File: src/rtl/bcd_pkg.sv
// Shared BCD constants, digit type, converter state encoding and a width helper
// used by both the BCD-to-binary and binary-to-BCD paths.
package bcd_pkg;

  localparam int BCD_DIGIT_W    = 4;
  localparam int BCD_ADJ_THRESH = 8;
  localparam int BCD_ADJ_SUB    = 3;
  localparam int BCD_ADD_THRESH = 5;
  localparam int BCD_ADD_VAL    = 3;

  typedef logic [3:0] bcd_digit_t;

  typedef enum logic [1:0] {
    IDLE  = 2'd0,
    SHIFT = 2'd1,
    DONE  = 2'd2
  } conv_state_t;

  // Smallest binary width able to hold 10^digits - 1, i.e. ceil(log2(10^digits)).
  function automatic int bcd_min_bin_w(input int digits);
    longint unsigned p;
    int w;
    p = 64'd1;
    w = 0;
    for (int i = 0; i < 19; i++) begin
      if (i < digits) p = p * 64'd10;
    end
    for (int i = 0; i < 64; i++) begin
      if ((64'd1 << i) < p) w = i + 1;
    end
    return w;
  endfunction

endpackage

File: src/rtl/bcd_nibble_adj.sv
// Reverse double-dabble correction for one BCD digit: subtract 3 when the
// post-shift nibble is 8 or more.
module bcd_nibble_adj
  import bcd_pkg::*;
(
  input  bcd_digit_t nib_i,
  output bcd_digit_t nib_o
);

  assign nib_o = (nib_i >= bcd_digit_t'(BCD_ADJ_THRESH))
               ? nib_i - bcd_digit_t'(BCD_ADJ_SUB)
               : nib_i;

endmodule

File: src/rtl/bcd2bin_seq.sv
// Sequential packed-BCD to binary converter (reverse double dabble, one bit per
// cycle). Define BCD2BIN_CHECK_EN to flag digits above 9 on err and zero the result.
module bcd2bin_seq
  import bcd_pkg::*;
#(
  parameter int DIGITS = 2,
  parameter int BIN_W  = 7
) (
  input  logic                          clk,
  input  logic                          rst,
  input  logic                          in_valid,
  output logic                          in_ready,
  input  logic [BCD_DIGIT_W*DIGITS-1:0] bcd_in,
  output logic                          out_valid,
  input  logic                          out_ready,
  output logic [BIN_W-1:0]              bin_out,
  output logic                          err
);

  localparam int BCD_W = BCD_DIGIT_W * DIGITS;
  localparam int CNT_W = $clog2(BIN_W + 1);

  if (BIN_W < bcd_min_bin_w(DIGITS)) begin : g_bin_w_too_small
    $error("bcd2bin_seq: BIN_W too small for DIGITS");
  end

  conv_state_t           state_q, state_d;
  logic [BCD_W-1:0]      bcd_q, bcd_d;
  logic [BIN_W-1:0]      bin_q, bin_d;
  logic [CNT_W-1:0]      cnt_q, cnt_d;
  logic                  in_ready_q, in_ready_d;
  logic                  out_valid_q, out_valid_d;
  logic [BIN_W-1:0]      bin_out_q, bin_out_d;

  logic [BCD_W+BIN_W-1:0] sh_s;
  logic [BCD_W-1:0]       bcd_sh_s;
  logic [BCD_W-1:0]       bcd_adj_s;
  logic [BIN_W-1:0]       bin_sh_s;

  assign sh_s     = {bcd_q, bin_q} >> 1;
  assign bcd_sh_s = sh_s[BCD_W+BIN_W-1:BIN_W];
  assign bin_sh_s = sh_s[BIN_W-1:0];

  for (genvar g = 0; g < DIGITS; g++) begin : g_adj
    bcd_nibble_adj u_adj (
      .nib_i (bcd_sh_s[g*BCD_DIGIT_W +: BCD_DIGIT_W]),
      .nib_o (bcd_adj_s[g*BCD_DIGIT_W +: BCD_DIGIT_W])
    );
  end

`ifdef BCD2BIN_CHECK_EN
  logic inv_q, inv_d;
  logic err_q, err_d;

  function automatic logic has_bad_digit(input logic [BCD_W-1:0] v);
    logic bad;
    bad = 1'b0;
    for (int i = 0; i < DIGITS; i++) begin
      if (v[i*BCD_DIGIT_W +: BCD_DIGIT_W] > 4'd9) bad = 1'b1;
    end
    return bad;
  endfunction

  assign err = err_q;
`else
  assign err = 1'b0;
`endif

  // State register and datapath flops; reset aborts any conversion in flight.
  always_ff @(posedge clk or posedge rst) begin
    if (rst) begin
      state_q     <= IDLE;
      bcd_q       <= '0;
      bin_q       <= '0;
      cnt_q       <= '0;
      in_ready_q  <= 1'b1;
      out_valid_q <= 1'b0;
      bin_out_q   <= '0;
`ifdef BCD2BIN_CHECK_EN
      inv_q       <= 1'b0;
      err_q       <= 1'b0;
`endif
    end else begin
      state_q     <= state_d;
      bcd_q       <= bcd_d;
      bin_q       <= bin_d;
      cnt_q       <= cnt_d;
      in_ready_q  <= in_ready_d;
      out_valid_q <= out_valid_d;
      bin_out_q   <= bin_out_d;
`ifdef BCD2BIN_CHECK_EN
      inv_q       <= inv_d;
      err_q       <= err_d;
`endif
    end
  end

  // Next-state logic; handshake outputs are precomputed so they come straight from flops.
  always_comb begin
    state_d     = state_q;
    bcd_d       = bcd_q;
    bin_d       = bin_q;
    cnt_d       = cnt_q;
    in_ready_d  = in_ready_q;
    out_valid_d = out_valid_q;
    bin_out_d   = bin_out_q;
`ifdef BCD2BIN_CHECK_EN
    inv_d       = inv_q;
    err_d       = err_q;
`endif
    case (state_q)
      IDLE: begin
        if (in_valid && in_ready_q) begin
          bcd_d      = bcd_in;
          bin_d      = '0;
          cnt_d      = CNT_W'(BIN_W);
          in_ready_d = 1'b0;
          state_d    = SHIFT;
`ifdef BCD2BIN_CHECK_EN
          inv_d      = has_bad_digit(bcd_in);
`endif
        end else begin
          in_ready_d = 1'b1;
        end
      end
      SHIFT: begin
        bcd_d = bcd_adj_s;
        bin_d = bin_sh_s;
        cnt_d = cnt_q - CNT_W'(1);
        if (cnt_q == CNT_W'(1)) begin
          state_d     = DONE;
          out_valid_d = 1'b1;
`ifdef BCD2BIN_CHECK_EN
          bin_out_d   = inv_q ? '0 : bin_sh_s;
          err_d       = inv_q;
`else
          bin_out_d   = bin_sh_s;
`endif
        end else begin
          state_d = SHIFT;
        end
      end
      DONE: begin
        if (out_ready) begin
          state_d     = IDLE;
          out_valid_d = 1'b0;
          in_ready_d  = 1'b1;
`ifdef BCD2BIN_CHECK_EN
          inv_d       = 1'b0;
          err_d       = 1'b0;
`endif
        end else begin
          state_d = DONE;
        end
      end
      default: begin
        state_d     = IDLE;
        in_ready_d  = 1'b1;
        out_valid_d = 1'b0;
      end
    endcase
  end

  assign in_ready  = in_ready_q;
  assign out_valid = out_valid_q;
  assign bin_out   = bin_out_q;

endmodule

File: config.mk
export PLATFORM = sky130hd
export DESIGN_NAME = bcd2bin_seq
export DESIGN_NICKNAME = d
export VERILOG_FILES = /design/src/rtl/bcd_pkg.sv /design/src/rtl/bcd_nibble_adj.sv /design/src/rtl/bcd2bin_seq.sv
export SDC_FILE = /design/constraint.sdc
export NUM_CORES = 1
export LEC_CHECK = 0
export ABC_AREA = 1
export ABC_CLOCK_PERIOD_IN_PS = 3000
export BUFFER_PORTS_ARGS = -buffer_cell sky130_fd_sc_hd__buf_2
export CORE_UTILIZATION = 50
export CTS_BUF_LIST = sky130_fd_sc_hd__clkbuf_16
export CTS_CLUSTER_SIZE = 40
export DETAILED_ROUTE_END_ITERATION = 8
export GPL_TIMING_DRIVEN = 0
export PLACE_DENSITY = 0.8
export SLEW_MARGIN = 20
export SYNTH_ARGS = -nofsm -noshare
export SYNTH_HDL_FRONTEND = slang
export SYNTH_HIERARCHICAL = 1
export SYNTH_SLANG_ARGS = --single-unit
File: constraint.sdc
create_clock -name clk -period 3 [get_ports clk]
set_clock_uncertainty 0.1 [all_clocks]
set_input_delay 0.3 -clock clk [delete_from_list [all_inputs] [get_ports clk]]
set_output_delay 0.3 -clock clk [all_outputs]
set_load 0.005 [all_outputs]
==> out/qor.yml <==
status:
  status: "complete, but fails checks"
  violations: "negative hold slack"
synth:
  ys.flop_type: "dfrtp_1"
  ys_seq_area_frac: 0.466
  synth_edf_count: 0
  synthTopCellsByCount: "nand2_1, nand3_1, dfrtp_1"
  avgSynthCellArea_um2: 7.77
  yosys.area.top_type: "dfrtp_1"
  synth_cells: 194
  synthArstFlopShare: 1.00
  synth_area_leaders: "dfrtp_1, nand2_1, nand3_1"
  ys_seq_elements: 28
  yosysUniqueCellTypes: 22
  yosys.area.top_type_share: 0.448
  synthMostInstantiatedCell: "nand2_1"
  netlist_area_um2: 1510
  yosysWarnings: 6
routing:
  route.detailed.drc: 0
  routedWlPerCell_um: 11.1
  met3_length_um: 119
  drtAntennaViolNets: 0
  highest_layer: "met4"
  drtPass1Iterations: 4
  wl_um: 2820
  avgViaCountPerCell: 5.02
  drtIter0Drc: 52
  wl_met1_um: 1260
  dr_wl_met2_um: 1390
  vias: 1281
power:
  p_sw_frac: 0.404
  power.switching_uw: 794
  internal_power_uw: 1170
  ir_worst_vdd_mv: 0.809
  p_comb_frac: 0.446
  p_per_area_nw_per_um2: 1110
  seqPwrFrac: 0.356
  power.share.clock: 0.198
  p_leak_uw: 0.00105
global_routing:
  grt_overflow: 0
  grt_pass1_vias: 1238
  track_usage: 0.204
  grt_max_degree: 29
  antenna_found_initial: 0
  grt_pass1_wl_um: 5060
floorplanning:
  dieHeight_um: 56.9
  initial_utilization: 0.537
  rows: 19
  io_pins: 22
  dieArea_um2: 3240
  die_w_um: 56.9
  core_um2: 2810
cts:
  cts_resized: 0
  clock_path_buffers: 2
  postCtsSetupBuffers: 0
  postCtsHoldBufs: 0
  htreeDepth: 1
  numCtsBuffers: 3
  root_buffer: "clkbuf_16"
  cts_tree: "done"
  cts.sinks: 28
  clk_pin_slew_ns: 0.07
  insertion_delay_ns: 0.26
place:
  dp_hpwl_um: 1980
  io_buffers: 20
  dpl_worst_slack_ns: 1.33
  place_congestion: 0.754
cells_and_area:
  num_antenna_cells: 0
  area_growth_pct: 17.7
  nets: 243
  fillerInstances: 242
  drive_gt1_frac: 0.179
sta:
  fin_tns_setup_ns: 0
  clock.fmax_mhz: 586
  rsz0062_at_grt: "no"
  maxSlewHeadroom: 0.595
  setup_ws_ns: 1.29
  finalSetupViolations: 0
  whs_ns: -0.0202
  tightest_slew_ns: 0.605
  hold_viol_final: 27
  post-route-min-period_ns: 1.71
  fin_crit_sh: 0.569
  report.final.slew_viol_count: 0
flow_run:
  maxCapViolations: 0
setup_path:
  cp_max_fo: 9
  cp.required_ns: 3.05
  critPathCaptureType: "flop"
  cp_slowest_cell: "nor2_1"
  cpPeakStageDelay_ns: 0.46
  critPathKind: "flop to flop"
  cp.arrival_ns: 1.76
  critPathLaunchType: "flop"
  worstPathCellList: "inv_1 -> ha_1 -> inv_1 -> nor2_1 -> nand2_2 -> nand2_1 -> nand2_1"
  ff2ff_setup_slack_ns: 1.29
min_path:
  holdCritPathClass: "primary input to asynchronous set/reset pin"
-- sequential cells by signal (all words and copies together) (netlist names) --
register   flops
state_q        2
cnt_q          3
bcd_q          8
bin_out        7
out_valid      1
in_ready       1
bin_q          6
-- worst paths after layout --
path                                       from                      to  cells past startpoint
max in group asynchronous                   rst    bin_q[2]$_DFFE_PP0P_                      2
max                        cnt_q[1]$_DFFE_PP0P_  bin_out[2]$_DFFE_PP0P_                      7
min                                         rst  bin_out[0]$_DFFE_PP0P_                      2
min reg2reg                in_ready$_DFFE_PP1P_    in_ready$_DFFE_PP1P_                      2
max reg2reg                cnt_q[1]$_DFFE_PP0P_  bin_out[2]$_DFFE_PP0P_                      7
min in group clk                      bcd_in[2]    bcd_q[2]$_DFFE_PP0P_                      5
-- layout by cell type, fill, tap and decap left out --
cell,count
nand2_1,80
nand3_1,36
dfrtp_1,27
buf_2,22
inv_1,17
conb_1,7
ha_1,6
buf_4,4
o21ai_0,3
clkbuf_16,3
nand2_4,2
inv_2,2
a21oi_1,2
xor2_1,2
a21boi_1,2
nor2_2,1
nor2_4,1
nor2_1,1
nand2_2,1
buf_6,1
a21oi_2,1
nand3b_1,1
bufinv_16,1
dfstp_2,1
-- power groups by stage --
stage / Clock, uW / Sequential, uW / Combinational (uW)
6_report: 389 / 699 / 876
3_5_place_dp: 0 / 706 / 871
3_3_place_gp: 0 / 699 / 845
5_1_grt: 407 / 723 / 1030
4_1_cts: 397 / 699 / 882
2_1_floorplan: 0 / 682 / 671
-- stage by stage --
step	power (uW)	area [um^2]	hold slack, ns	util	cells
after floorplan	1350	1530	0.265	-	200
after global placement	1540	1670	0.351	0.595	251
after detailed placement	1580	1670	0.353	0.595	251
after CTS	1980	1770	0.207	0.632	255
after global routing	2160	1770	0.0434	0.632	255
final	1960	1770	-0.0202	0.632	255
-- kinds of logic (layout without fill, tap and decap cells) --
kind of cell	after synthesis	in the layout	synth area share
adders and majority gates	6	6	0.0498
buffers and inverters	26	50	0.0813
AOI/OAI and AO/OA	8	8	0.0324
other	1	7	0.00249
and+or+nand+nor	123	123	0.357
DFF	28	28	0.466
xor gates and xnor gates	2	2	0.0116
-- metal layers --
layer / global-route usage / vias to the layer above
met3: 0.0484 / 7
li1: - / 660
met2: 0.343 / 27
met5: 0 / -
met1: 0.248 / 587
met4: 0.0941 / 0
-- final cells by class --
type	count	area [um^2]	share of cell area
buffer	7	51.3	0.0289
multi-input combinational	146	706	0.398
clock buffer	3	75.1	0.0423
inverter	19	71.3	0.0402
sequential	28	702	0.396
clock inverter	1	30.0	0.0169
tap	31	38.8	0.0219
timing repair buffer	20	100	0.0564
-- worst max-delay path: cells and delay by family (launching register included) --
family                     cells  cell delay, ns
adders and majority gates      1            0.14
buffers and inverters          2            0.12
DFF                            1            0.38
and+or+nand+nor                4            0.85
No activity file was read; power rests on OpenSTA's default activity.
